[config.mk]
export PLATFORM = sky130hd
export DESIGN_NAME = draw_arbiter_flat
export DESIGN_NICKNAME = d
export VERILOG_FILES = /design/src/rtl/draw_arbiter_if.sv /design/src/rtl/draw_arbiter.sv /design/src/flat_wrapper.sv
export SDC_FILE = /design/constraint.sdc
export NUM_CORES = 1
export LEC_CHECK = 0
export BUFFER_PORTS_ARGS = -buffer_cell sky130_fd_sc_hd__buf_2
export CAP_MARGIN = 20
export CORE_AREA = 10 10 82 84
export DETAILED_ROUTE_END_ITERATION = 8
export DIE_AREA = 0 0 92 94
export GPL_ROUTABILITY_DRIVEN = 1
export PLACE_DENSITY = 0.77
export SLEW_MARGIN = 0
export SYNTH_ARGS = -nofsm -noshare
export SYNTH_HDL_FRONTEND = slang
export SYNTH_SLANG_ARGS = --single-unit
[constraint.sdc]
create_clock -name clk -period 3.84 [get_ports clk]
set_input_delay 0.384 -clock clk [delete_from_list [all_inputs] [get_ports clk]]
set_output_delay 0.384 -clock clk [all_outputs]
set_load 0.02 [all_outputs]
[src/rtl/draw_arbiter_if.sv]
`default_nettype none
// ============================================================================
//  Module      : draw_arbiter_if
//  Description : Bundle of the draw requester bus and the VGA write port that
//                connect three sprite requesters to the draw arbiter.
//                  req        [2:0]   per-requester draw/erase request
//                  req_x      [23:0]  requester i base X in [8i+7:8i]
//                  req_y      [20:0]  requester i base Y in [7i+6:7i]
//                  req_colour [8:0]   requester i colour in [3i+2:3i]
//                  grant      [2:0]   one-hot owner of the VGA port
//                  done       [2:0]   one-cycle completion pulse to owner
//                  vga_x/vga_y/vga_colour/plot  VGA adapter write port
//                  busy               arbiter not idle
//                master : requester side (drives req*)
//                slave  : arbiter side (drives grant/done/vga*/plot/busy)
//  Revision    : 1.0  initial release
// ============================================================================
interface draw_arbiter_if;
  logic [2:0]  req;
  logic [23:0] req_x;
  logic [20:0] req_y;
  logic [8:0]  req_colour;
  logic [2:0]  grant;
  logic [2:0]  done;
  logic [7:0]  vga_x;
  logic [6:0]  vga_y;
  logic [2:0]  vga_colour;
  logic        plot;
  logic        busy;

  modport master (
    output req, req_x, req_y, req_colour,
    input  grant, done, vga_x, vga_y, vga_colour, plot, busy
  );

  modport slave (
    input  req, req_x, req_y, req_colour,
    output grant, done, vga_x, vga_y, vga_colour, plot, busy
  );
endinterface
`default_nettype wire

[src/rtl/draw_arbiter.sv]
`default_nettype none
// ============================================================================
//  Module      : draw_arbiter
//  Description : Round-robin arbiter that grants one of three requesters the
//                VGA write port and plots a SIZE x SIZE box for it, one pixel
//                per cycle in row-major order, then pulses done to the owner.
//  Ports       : clk    system clock (rising edge)
//                reset  synchronous active-high reset
//                bus    draw_arbiter_if.slave (requests in, VGA port out)
//  Parameters  : SIZE   box edge in pixels, 1..16
//  Revision    : 1.0  initial release
// ============================================================================
module draw_arbiter #(
  parameter int SIZE = 4
) (
  input  logic               clk,
  input  logic               reset,
  draw_arbiter_if.slave      bus
);

  // Counter width; at least one bit so SIZE=1 still has a legal vector.
  localparam int              CW     = (SIZE > 1) ? $clog2(SIZE) : 1;
  localparam logic [CW-1:0]   C_LAST = CW'(SIZE - 1);

  typedef enum logic [1:0] {
    S_IDLE = 2'd0,
    S_PLOT = 2'd1,
    S_DONE = 2'd2
  } state_t;

  state_t        state_q, state_d;
  logic [2:0]    grant_q, grant_d;
  logic [1:0]    last_grant_q, last_grant_d;
  logic [7:0]    base_x_q, base_x_d;
  logic [6:0]    base_y_q, base_y_d;
  logic [2:0]    colour_q, colour_d;
  logic [CW-1:0] cx_q, cx_d;
  logic [CW-1:0] cy_q, cy_d;

  // Round-robin selection result
  logic          sel_valid;
  logic [1:0]    sel_idx;
  logic [1:0]    cand;
  logic [7:0]    sel_x;
  logic [6:0]    sel_y;
  logic [2:0]    sel_colour;

  // --------------------------------------------------------------------------
  // Round-robin pick: search starts one past the previous owner and wraps
  // modulo 3, so the most recently served requester has lowest priority.
  // --------------------------------------------------------------------------
  always_comb begin : p_select
    sel_valid = 1'b0;
    sel_idx   = 2'd0;
    cand      = 2'd0;
    for (int k = 1; k <= 3; k++) begin
      cand = 2'((int'(last_grant_q) + k) % 3);
      if (!sel_valid && bus.req[cand]) begin
        sel_valid = 1'b1;
        sel_idx   = cand;
      end
    end
  end

  always_comb begin : p_operand_mux
    sel_x      = bus.req_x[7:0];
    sel_y      = bus.req_y[6:0];
    sel_colour = bus.req_colour[2:0];
    case (sel_idx)
      2'd1: begin
        sel_x      = bus.req_x[15:8];
        sel_y      = bus.req_y[13:7];
        sel_colour = bus.req_colour[5:3];
      end
      2'd2: begin
        sel_x      = bus.req_x[23:16];
        sel_y      = bus.req_y[20:14];
        sel_colour = bus.req_colour[8:6];
      end
      default: ;
    endcase
  end

  // --------------------------------------------------------------------------
  // Next-state logic. Request inputs are only looked at in S_IDLE; once a box
  // starts it runs to completion regardless of what the requesters do.
  // On the final pixel the counters are left at SIZE-1 so the VGA outputs
  // keep presenting the last plotted pixel until the next box starts.
  // --------------------------------------------------------------------------
  always_comb begin : p_next
    state_d      = state_q;
    grant_d      = grant_q;
    last_grant_d = last_grant_q;
    base_x_d     = base_x_q;
    base_y_d     = base_y_q;
    colour_d     = colour_q;
    cx_d         = cx_q;
    cy_d         = cy_q;

    case (state_q)
      S_IDLE: begin
        if (sel_valid) begin
          grant_d  = 3'b001 << sel_idx;
          base_x_d = sel_x;
          base_y_d = sel_y;
          colour_d = sel_colour;
          cx_d     = '0;
          cy_d     = '0;
          state_d  = S_PLOT;
        end
      end

      S_PLOT: begin
        if (cx_q == C_LAST) begin
          if (cy_q == C_LAST) begin
            state_d = S_DONE;
          end else begin
            cx_d = '0;
            cy_d = cy_q + CW'(1);
          end
        end else begin
          cx_d = cx_q + CW'(1);
        end
      end

      S_DONE: begin
        last_grant_d = grant_q[2] ? 2'd2 : (grant_q[1] ? 2'd1 : 2'd0);
        grant_d      = 3'b000;
        state_d      = S_IDLE;
      end

      default: begin
        state_d = S_IDLE;
        grant_d = 3'b000;
      end
    endcase
  end

  // --------------------------------------------------------------------------
  // State register. last_grant resets to 2 so requester 0 wins first.
  // --------------------------------------------------------------------------
  always_ff @(posedge clk) begin : p_state
    if (reset) begin
      state_q      <= S_IDLE;
      grant_q      <= 3'b000;
      last_grant_q <= 2'd2;
      base_x_q     <= 8'd0;
      base_y_q     <= 7'd0;
      colour_q     <= 3'd0;
      cx_q         <= '0;
      cy_q         <= '0;
    end else begin
      state_q      <= state_d;
      grant_q      <= grant_d;
      last_grant_q <= last_grant_d;
      base_x_q     <= base_x_d;
      base_y_q     <= base_y_d;
      colour_q     <= colour_d;
      cx_q         <= cx_d;
      cy_q         <= cy_d;
    end
  end

  // --------------------------------------------------------------------------
  // Outputs. Pixel coordinates wrap naturally in the 8/7-bit adders.
  // --------------------------------------------------------------------------
  assign bus.grant      = grant_q;
  assign bus.plot       = (state_q == S_PLOT);
  assign bus.done       = (state_q == S_DONE) ? grant_q : 3'b000;
  assign bus.busy       = (state_q != S_IDLE);
  assign bus.vga_x      = base_x_q + {{(8 - CW){1'b0}}, cx_q};
  assign bus.vga_y      = base_y_q + {{(7 - CW){1'b0}}, cy_q};
  assign bus.vga_colour = colour_q;

endmodule
`default_nettype wire

[src/flat_wrapper.sv]
// flat-port wrapper written by rule: the top's interface ports become plain ports
module draw_arbiter_flat 
#(
  parameter int SIZE = 4
)
  (clk, reset, bus_req, bus_req_x, bus_req_y, bus_req_colour, bus_grant, bus_done, bus_vga_x, bus_vga_y, bus_vga_colour, bus_plot, bus_busy);
  draw_arbiter_if bus_i ();
  input  logic clk;
  input  logic reset;
  input wire logic [$bits(bus_i.req)-1:0] bus_req;
  input wire logic [$bits(bus_i.req_x)-1:0] bus_req_x;
  input wire logic [$bits(bus_i.req_y)-1:0] bus_req_y;
  input wire logic [$bits(bus_i.req_colour)-1:0] bus_req_colour;
  output wire logic [$bits(bus_i.grant)-1:0] bus_grant;
  output wire logic [$bits(bus_i.done)-1:0] bus_done;
  output wire logic [$bits(bus_i.vga_x)-1:0] bus_vga_x;
  output wire logic [$bits(bus_i.vga_y)-1:0] bus_vga_y;
  output wire logic [$bits(bus_i.vga_colour)-1:0] bus_vga_colour;
  output wire logic [$bits(bus_i.plot)-1:0] bus_plot;
  output wire logic [$bits(bus_i.busy)-1:0] bus_busy;
  assign bus_i.req = bus_req;
  assign bus_i.req_x = bus_req_x;
  assign bus_i.req_y = bus_req_y;
  assign bus_i.req_colour = bus_req_colour;
  assign bus_grant = bus_i.grant;
  assign bus_done = bus_i.done;
  assign bus_vga_x = bus_i.vga_x;
  assign bus_vga_y = bus_i.vga_y;
  assign bus_vga_colour = bus_i.vga_colour;
  assign bus_plot = bus_i.plot;
  assign bus_busy = bus_i.busy;
  draw_arbiter #(.SIZE(SIZE)) u_core (.clk(clk), .reset(reset), .bus(bus_i));
endmodule
==> reports/results.tsv <==
stage	metric	value	unit
run_status	outcome	completed	
cts	clock tree buffer depth	2	
synth	Synth top area share	0.258	
timing	fin crit share	0.791	
grt	largest net degree at the start of global routing	41	
power_and_ir_drop	VDD IR-drop max	0.169	mV
floorplan	Std-Cell Rows	26	
worst_hold_path	Hold Path End	u_core.last_grant_q[0]	
synth	Mapped Area	0.00225	mm²
floorplan	Chip Height	94	µm
final_layout	fin util	0.541	
final_layout	nets	430	
critical_path	critical path type	reg2reg	
drt	Detail Route Antenna Nets	0	
grt	global route overflow	0	
grt	Total GRT Usage	0.137	
drt	# DRC	0	
placement	dpl cell area	0.00263	mm²
worst_hold_path	hold depth	2	
cts	# clock sinks	29	
critical_path	Arr. time, crit path	3.25	ns
synth	asr flop ratio synth	0	
synth	Post-synth top cells	nand2_1, dfxtp_1, a22oi_1, mux2i_1, o21ai_0	
final_layout	design area	0.00275	mm²
timing	Final Hold Viols	0	
cts	postcts setup bufs	0	
power_and_ir_drop	Static Leak	1.32	nW
critical_path	R2R setup slack	0.80	ns
placement	setup slack at placement	0.815	ns
cts	CTS tree	yes	
drt	Iteration-0 DRC Markers	98	
synth	top_reg_cell synth	dfxtp_1	
synth	Post-Synth Adder-Cell Area	0.0903	
floorplan	Die W	92	µm
synth	multiplexer area fraction after synthesis	0.0847	
final_layout	fillers	508	
timing	final worst slack	0.804	ns
drt	Pre-antenna DRT Iters	4	
cts	post-CTS sizing	0	
critical_path	Critical Path Fanout Max	19	
critical_path	CP startpoint kind	register	
critical_path	reg2reg start	u_core.last_grant_q[0]	
worst_hold_path	hold_sp	reset	
synth	post-synthesis compound-gate area fraction	0.237	
final_layout	Syn-to-layout area delta	22.2	%
final_layout	ant diodes	0	
cts	CTS clock-pin slew for the worst setup and hold paths	0.07	ns
floorplan	Initial Utilization	0.443	
timing	WHS	0.451	ns
timing	final setup fails	0	
cts	worst-skew pair later-pin latency	0.28	ns
synth	Syn Inst Count	282	
grt	initial antenna violation count	0	
placement	DP Wirelength	4.79	mm
worst_hold_path	Hold WC Path Type	in2reg	
synth	cell taking the most area after synthesis	dfxtp_1	
timing	post-route setup TNS	0	ns
synth	Synth Net Count	356	
critical_path	CP required	4.05	ns
timing	Tmin final	3.04	ns
placement	dpl cells	419	
critical_path	reg-to-reg critical path endpoint	u_core.base_x_q[7]	
synth	Synth cell types	53	
power_and_ir_drop	total power	877	µW
cts	hold_buf cts	0	
cts	CTS Buf Count	5	
final_layout	fin cells	427	
floorplan	core area	0.00507	mm²
timing	Rel. slew slack	0.417	
drt	Via Count	2196	
timing	Worst Tran Pin Value	0.871	ns
drt	vias per cell	5.14	
placement	RePlAce Congestion	0.825	
synth	Post-synth EDFFs	0	
timing	RSZ-0062 raised after global routing	false	
critical_path	Setup crit end kind	register	
floorplan	Ports	85	
synth	Synth Area in Simple Gates	0.196	
cts	clock root cell	clkbuf_8	
drt	Avg WL per Cell	14.1	µm
cts	H-Tree Depth	2	
synth	XOR/XNOR Fraction of Synth Area	0.0429	
timing	count of pins over their slew limit	0	
synth	Synth area leaders	dfxtp_1, nand2_1, mux2i_1, ha_1, a22oi_1	
timing	clock skew	0.00149	ns
synth	synth warn	0	
flow_run	max-cap viol count	0	
synth	sequential area share after synthesis	0.258	
synth	Syn Area/Cell	7.96	µm²
timing	Highest Clock Rate	329	MHz
synth	largest family of logic cells by synthesized area	compound AO/OA/AOI/OAI gates	
final_layout	layout cells sized above 1	0.289	
drt	Post-Route WL	6.01	mm
power_and_ir_drop	PwrDens	319	mW/mm²
grt	number of global-route vias before repair	2236	
grt	first-pass GRT wire length	9.99	mm
synth	count leader, synth	nand2_1	
critical_path	reg2reg path depth	11	
synth	synthesized flop and latch total	29	
floorplan	DIE AREA	0.00865	mm²
placement	buffers added on ports	84	
[cell families after synthesis]
group / after synthesis
multiplexers: 19
AO/OA/AOI/OAI: 72
buffers and inverters: 36
adder cells (fa/ha/maj): 15
AND/OR/NAND/NOR: 100
flip-flops: 29
XOR/XNOR: 11
[routing by layer]
| layer | share of wire | wire (µm) | GRT usage | vias to the layer above |
|---|---|---|---|---|
| li1 | - | - | - | 1132 |
| met1 | 0.43 | 2580 | 0.154 | 995 |
| met2 | 0.50 | 3010 | 0.238 | 61 |
| met3 | 0.056 | 335 | 0.0488 | 8 |
| met4 | 0.015 | 88 | 0.0386 | 0 |
| met5 | 0 | 0 | 0 | - |
[state kept, by name, indices dropped and copies added (netlist names)]
| signal | flops |
|---|---|
| u_core.bus.vga_colour | 3 |
| u_core.base_y_q | 7 |
| u_core.state_q | 2 |
| u_core.cy_q | 2 |
| u_core.last_grant_q | 2 |
| u_core.base_x_q | 8 |
| u_core.bus.grant | 3 |
| u_core.cx_q | 2 |
[area by class of cell]
type	instances	area [µm²]	area share
clock buffers	6	82.6	0.0301
inverters	18	67.6	0.0246
well taps	70	87.6	0.0319
clock inverters	2	37.5	0.0137
flip-flops and latches	29	581	0.211
repair buffers	85	428	0.156
multi-input cells	217	1460	0.532
[worst max-delay path: stages, from the launching register on]
cell	delay [ns]
dfxtp_1	0.38
inv_1	0.08
ha_1	0.25
nand2b_1	0.20
and3_1	0.23
o21ba_1	0.20
o31ai_1	0.30
ha_1	0.68
a22oi_1	0.22
o21ai_0	0.23
nand2_1	0.07
mux2i_1	0.13
[layout by cell type, fill, tap and decap left out, types with 4 or more instances in the layout]
cell      Yosys  final
xor2_1        4      4
o21ai_0      19     19
a22oi_1      19     19
nor2_1        6      6
inv_1        16     16
nand3_1       6      6
dfxtp_1      29     29
clkbuf_8      0      6
ha_1         13     13
buf_2         2     84
a21oi_1       5      5
xnor2_1       7      7
nand2_1      68     68
mux2i_1      19     19
[how the worst max path moves through the flow]
stage / start / to / slack (ns) / depth (start not counted)
after floorplan: u_core.last_grant_q[0] / u_core.base_x_q[3] / 1.15 / 13
after global routing: u_core.last_grant_q[1] / u_core.base_y_q[2] / 0.50 / 11
after global placement: u_core.last_grant_q[0] / u_core.base_y_q[2] / 0.96 / 11
after detailed placement: u_core.last_grant_q[0] / u_core.base_x_q[0] / 0.81 / 11
after CTS: u_core.last_grant_q[0] / u_core.base_x_q[0] / 0.81 / 11
final: u_core.last_grant_q[0] / u_core.base_x_q[7] / 0.80 / 11
[power by group]
| group | total [mW] | internal [mW] | leakage (nW) | switching [mW] |
|---|---|---|---|---|
| Combinational | 0.205 | 0.0881 | 1.02 | 0.117 |
| Sequential | 0.340 | 0.321 | 0.238 | 0.0189 |
| Clock | 0.331 | 0.211 | 0.0574 | 0.121 |
| Total | 0.877 | 0.620 | 1.32 | 0.257 |
No activity file was read; power rests on OpenSTA's default activity.
